===== src/rtl/hilo_muldiv_unit_if.sv =====
// hilo_muldiv_unit_if: start/busy/done handshake, operands and HI/LO results of the mul/div unit
interface hilo_muldiv_unit_if #(parameter int WIDTH = 32);
  logic             start;
  logic [1:0]       op;
  logic [WIDTH-1:0] a;
  logic [WIDTH-1:0] b;
  logic             busy;
  logic             done;
  logic             dz;
  logic [WIDTH-1:0] hi;
  logic [WIDTH-1:0] lo;
  modport master (output start, op, a, b, input busy, done, dz, hi, lo);
  modport slave  (input start, op, a, b, output busy, done, dz, hi, lo);
endinterface


===== src/rtl/hilo_muldiv_unit.sv =====
// hilo_muldiv_unit: iterative unsigned multu/divu plus mthi/mtlo writing the HI/LO pair
module hilo_muldiv_unit #(parameter int WIDTH = 32) (
  input logic               clk,
  input logic               reset,
  hilo_muldiv_unit_if.slave bus
);
  localparam int CW = $clog2(WIDTH);
  typedef enum logic {IDLE, RUN} state_t;
  state_t           state_q, state_d;
  logic             is_div_q, is_div_d;
  logic [CW-1:0]    cnt_q, cnt_d;
  logic [WIDTH-1:0] acc_q, acc_d;
  logic [WIDTH-1:0] mq_q, mq_d;
  logic [WIDTH-1:0] dv_q, dv_d;
  logic [WIDTH-1:0] hi_q, hi_d;
  logic [WIDTH-1:0] lo_q, lo_d;
  logic             dz_q, dz_d;
  logic             done_q, done_d;
  logic [WIDTH:0]   sum;
  logic [WIDTH-1:0] t_lo;
  logic [WIDTH-1:0] rem_n;
  logic             ge;
  // multiply: {acc,mq} shifts right with a conditional add into the top half
  assign sum   = {1'b0, acc_q} + (mq_q[0] ? {1'b0, dv_q} : '0);
  // divide: acc is the partial remainder, mq shifts the dividend out and the quotient in
  assign t_lo  = {acc_q[WIDTH-2:0], mq_q[WIDTH-1]};
  assign ge    = acc_q[WIDTH-1] | (t_lo >= dv_q);
  assign rem_n = ge ? t_lo - dv_q : t_lo;
  always_comb begin
    state_d  = state_q;
    is_div_d = is_div_q;
    cnt_d    = cnt_q;
    acc_d    = acc_q;
    mq_d     = mq_q;
    dv_d     = dv_q;
    hi_d     = hi_q;
    lo_d     = lo_q;
    dz_d     = dz_q;
    done_d   = 1'b0;
    if (state_q == IDLE) begin
      if (bus.start) begin
        dz_d   = bus.op == 2'b01 && bus.b == '0;
        hi_d   = bus.op == 2'b10 ? bus.a : hi_q;
        lo_d   = bus.op == 2'b11 ? bus.a : lo_q;
        done_d = bus.op[1] | dz_d;
        if (!bus.op[1] && !dz_d) begin
          state_d  = RUN;
          is_div_d = bus.op[0];
          cnt_d    = '0;
          acc_d    = '0;
          mq_d     = bus.a;
          dv_d     = bus.b;
        end
      end
    end else begin
      acc_d = is_div_q ? rem_n : sum[WIDTH:1];
      mq_d  = is_div_q ? {mq_q[WIDTH-2:0], ge} : {sum[0], mq_q[WIDTH-1:1]};
      cnt_d = cnt_q + 1'b1;
      if (cnt_q == CW'(WIDTH - 1)) begin
        state_d = IDLE;
        done_d  = 1'b1;
        hi_d    = acc_d;
        lo_d    = mq_d;
      end
    end
  end
  always_ff @(posedge clk) begin
    if (reset) begin
      state_q  <= IDLE;
      is_div_q <= 1'b0;
      cnt_q    <= '0;
      acc_q    <= '0;
      mq_q     <= '0;
      dv_q     <= '0;
      hi_q     <= '0;
      lo_q     <= '0;
      dz_q     <= 1'b0;
      done_q   <= 1'b0;
    end else begin
      state_q  <= state_d;
      is_div_q <= is_div_d;
      cnt_q    <= cnt_d;
      acc_q    <= acc_d;
      mq_q     <= mq_d;
      dv_q     <= dv_d;
      hi_q     <= hi_d;
      lo_q     <= lo_d;
      dz_q     <= dz_d;
      done_q   <= done_d;
    end
  end
  assign bus.busy = state_q == RUN;
  assign bus.done = done_q;
  assign bus.dz   = dz_q;
  assign bus.hi   = hi_q;
  assign bus.lo   = lo_q;
endmodule


===== src/flat_wrapper.sv =====
// flat-port wrapper written by rule: the top's interface ports become plain ports
module hilo_muldiv_unit_flat 
#(parameter int WIDTH = 32)
  (clk, reset, bus_start, bus_op, bus_a, bus_b, bus_busy, bus_done, bus_dz, bus_hi, bus_lo);
  hilo_muldiv_unit_if #(.WIDTH(WIDTH)) bus_i ();
  input logic clk;
  input logic reset;
  input wire logic [$bits(bus_i.start)-1:0] bus_start;
  input wire logic [$bits(bus_i.op)-1:0] bus_op;
  input wire logic [$bits(bus_i.a)-1:0] bus_a;
  input wire logic [$bits(bus_i.b)-1:0] bus_b;
  output wire logic [$bits(bus_i.busy)-1:0] bus_busy;
  output wire logic [$bits(bus_i.done)-1:0] bus_done;
  output wire logic [$bits(bus_i.dz)-1:0] bus_dz;
  output wire logic [$bits(bus_i.hi)-1:0] bus_hi;
  output wire logic [$bits(bus_i.lo)-1:0] bus_lo;
  assign bus_i.start = bus_start;
  assign bus_i.op = bus_op;
  assign bus_i.a = bus_a;
  assign bus_i.b = bus_b;
  assign bus_busy = bus_i.busy;
  assign bus_done = bus_i.done;
  assign bus_dz = bus_i.dz;
  assign bus_hi = bus_i.hi;
  assign bus_lo = bus_i.lo;
  hilo_muldiv_unit #(.WIDTH(WIDTH)) u_core (.clk(clk), .reset(reset), .bus(bus_i));
endmodule

===== config.mk =====
export PLATFORM = sky130hd
export DESIGN_NAME = hilo_muldiv_unit_flat
export DESIGN_NICKNAME = d
export VERILOG_FILES = /design/src/rtl/hilo_muldiv_unit_if.sv /design/src/rtl/hilo_muldiv_unit.sv /design/src/flat_wrapper.sv
export SDC_FILE = /design/constraint.sdc
export NUM_CORES = 1
export LEC_CHECK = 0
export ABC_CLOCK_PERIOD_IN_PS = 4400
export BUFFER_PORTS_ARGS = -buffer_cell sky130_fd_sc_hd__buf_4
export CORE_MARGIN = 2
export CORE_UTILIZATION = 59
export CTS_CLUSTER_DIAMETER = 120
export DETAILED_ROUTE_END_ITERATION = 8
export PLACE_DENSITY = 0.92
export SLEW_MARGIN = 20
export SYNTH_ARGS = -nofsm -noshare
export SYNTH_HDL_FRONTEND = slang
export SYNTH_SLANG_ARGS = --single-unit

===== constraint.sdc =====
create_clock -name clk -period 4.4 [get_ports clk]
set_input_delay 0.22 -clock clk [delete_from_list [all_inputs] [get_ports clk]]
set_output_delay 0.22 -clock clk [all_outputs]
set_load 0.05 [all_outputs]

==> results_dict.tcl <==
set metrics [dict create \
    status "completed" \
    whs_path_depth 3 \
    place_congestion 1.03 \
    antenna_found_initial 1 \
    setup_tns_ns 0 \
    drv_cap 0 \
    area_growth_pct 15.9 \
    hold_violations 0 \
    dpl_cell_area_um2 12200 \
    vdd_drop_max_mv 0.321 \
    crit_family "simple AND/OR/NAND/NOR gates" \
    finalCritPeriodShare 0.848 \
    slowest_delay_ns 0.69 \
    worstHoldPathType "input port to flip-flop" \
    arrival_ns 4.09 \
    synth_largest_area_cell "dfxtp_1" \
    die_area_um2 19900 \
    rsz0062_at_grt "no" \
    min-delay-start "bus_b[10]" \
    core_area_um2 18600 \
    utilization 0.691 \
    synth.avg_cell_area_um2 7.33 \
    yosys_warnings 0 \
    critical_path.endpoint_type "flip-flop" \
    fin_worst_skew_ns 0.0168 \
    p_sw_mw 1.49 \
    slowest_stage "dfxtp_1" \
    clkPwrFrac 0.362 \
    setup-violations-final 0 \
    antenna_cells 0 \
    grt-ovfl-total 0 \
    muxShareOfSynthArea 0.0480 \
    synth_seq_cells 169 \
    cp-start-kind "flip-flop" \
    wirelength_um 36400 \
    drc 0 \
    hpwlAfterDp_um 27000 \
    io_buffers 135 \
    combinationalPowerShare 0.243 \
    p_leak_nw 5.34 \
    crit_chain "buf_4 > and2_1 > ha_1 > nand4_1 > or3_1 > a211oi_2 > nor2_1 > a211o_1 > a21oi_1 > nor2_1 > or4b_4 > a311oi_2" \
    cts_sinks 169 \
    syn_area_um2 11100 \
    synth.most_common_cell "nand2_1" \
    ys_types 70 \
    crit_fanout 19 \
    netSwitchingFraction 0.353 \
    vias_per_cell 6.37 \
    timing.rr.end "u_core.bus.hi[31]" \
    ios 136 \
    reg2regPathDepth 12 \
    drtPass1Iterations 6 \
    p_int_mw 2.73 \
    seqPwrFrac 0.395 \
    die_w_um 141 \
    path_common_cell "nor2_1" \
    path_buf_inv 1 \
    relSlewSlack 0.342 \
    fmax_mhz 268 \
    syn_inst 1511 \
    synth-simple-area-share 0.220 \
    yosys.area_share.adder 0.0782 \
    cts_max_level 4 \
    dieHeight_um 141 \
    insertion_delay_ns 0.45 \
    fin_crit_ns 3.73 \
    post-cts-setup-buffers 0 \
    rows 50 \
    final_area_um2 12800 \
    synth_xor_area_frac 0.0403 \
    synth_flop_cell "dfxtp_1" \
    grt_max_degree 82 \
    synth_top_cell_area_share 0.305 \
    ys_async_sr_fraction 0 \
    cts_buffers 17 \
    final_layout_size_suffix_gt1_frac 0.129 \
    r2r_setup_slack_ns 0.67 \
    ctsResizeCount 0 \
    r2r-start "u_core.mq_q[0]" \
    hold_buffers 0 \
    grt_use_total 0.364 \
    cp.required_ns 4.76 \
    cts_root_buffer "clkbuf_16" \
    start_util 0.596 \
    critPathKind "flip-flop to flip-flop" \
    power_density_nw_per_um2 329 \
    min_to "u_core.dv_q[10]" \
    fill_cells 1559 \
    grt_pass1_wl_um 57300 \
    clk_path_buf_depth 2 \
    num_vias 11727 \
    clk_pin_slew_ns 0.07 \
    synth-seq-area-share 0.305 \
    grt_pass1_vias 11140 \
    yosys-top-cells-area "dfxtp_1 (31%), a21oi_1 (11%), nand2_1 (10%)" \
    synth_edf_count 0 \
    wl_per_cell_um 19.8 \
    worst_pin_slew_ns 0.987 \
    synth_top_family_by_area "compound AO/OA/AOI/OAI gates" \
    ys_top_cells_by_count "nand2_1 (294), a21oi_1 (233), dfxtp_1 (169)" \
    synth_nets 1648 \
    report.final.slew_viol_count 0 \
    drt_iter0_markers 1120 \
    final_nets 1731 \
    cts_tree "done" \
    synth_compound_area_frac 0.257 \
    antenna_left 0 \
]
-- power by group through the flow --
stage,logic [mW],clock network [mW],registers (mW)
4_1_cts,0.999,1.52,1.67
2_1_floorplan,0.612,0,1.75
3_3_place_gp,0.979,0,1.70
3_5_place_dp,0.991,0,1.70
5_1_grt,1.10,1.58,1.67
6_report,1.02,1.53,1.67
-- area by class of cell --
| class | count | area, um^2 | share of cell area |
|---|---|---|---|
| clock buffers | 17 | 425 | 0.0331 |
| repair buffers | 155 | 1190 | 0.0926 |
| clock inverters | 15 | 175 | 0.0136 |
| inverters | 53 | 199 | 0.0155 |
| well taps | 234 | 293 | 0.0228 |
| flip-flops and latches | 169 | 3390 | 0.264 |
| multi-input cells | 1198 | 7170 | 0.558 |
-- cells in the final DEF, fill, tap and decap left out, drive strengths merged, types with 17 or more instances in the layout --
cell,instances
xor2,21
nand3,20
mux2i,52
and2,38
o21ai,77
ha,66
a21o,26
nor2,118
a211oi,26
a311oi,19
a21oi,233
xnor2,30
dfxtp,169
nand2,294
buf,155
inv,58
clkbuf,17
-- logic make-up after synthesis --
logic type | count (synthesis)
mux | 53
buf+inv | 144
xor+xnor | 51
simple gates | 554
flops | 169
compound gates | 472
fa+ha+maj | 68
-- worst max path at each step --
stage | startpoint | end | cells past startpoint
after floorplan | u_core.mq_q[0] | u_core.bus.hi[31] | 14
after global placement | u_core.mq_q[31] | u_core.bus.hi[1] | 14
after detailed placement | u_core.mq_q[31] | u_core.bus.hi[1] | 14
after CTS | u_core.mq_q[31] | u_core.bus.hi[31] | 14
after global routing | u_core.mq_q[31] | u_core.bus.hi[31] | 14
final | u_core.mq_q[0] | u_core.bus.hi[31] | 12
-- per-layer routing --
layer / GRT usage / part of all wire
met1: 0.432 / 0.38
met2: 0.605 / 0.47
met3: 0.0751 / 0.089
met4: 0.221 / 0.066
met5: 0 / 0
-- stage by stage --
stage,power (mW),std cells,setup slack (ns),hold slack [ns]
2_1_floorplan,2.37,1511,1.22,0.356
3_3_place_gp,2.68,1809,0.793,0.442
3_5_place_dp,2.69,1809,0.751,0.444
4_1_cts,4.19,1841,0.724,0.0231
5_1_grt,4.36,1841,0.366,0.0333
6_report,4.22,1841,0.668,0.0292
-- worst register-to-register path, stage by stage, from the launching register on --
cell,delay (ns)
dfxtp_1,0.69
buf_4,0.29
and2_1,0.14
ha_1,0.26
nand4_1,0.17
or3_1,0.39
a211oi_2,0.25
nor2_1,0.13
a211o_1,0.34
a21oi_1,0.19
nor2_1,0.06
or4b_4,0.49
a311oi_2,0.23
-- registers in the layout (all words and copies together) (netlist names) --
register	count
u_core.is_div_q	1
u_core.mq_q	32
u_core.bus.dz	1
u_core.bus.lo	32
u_core.dv_q	32
u_core.bus.hi	32
u_core.acc_q	32
u_core.bus.done	1
u_core.cnt_q	5
u_core.bus.busy	1
Note: power is estimated with default switching activity, not from simulation.
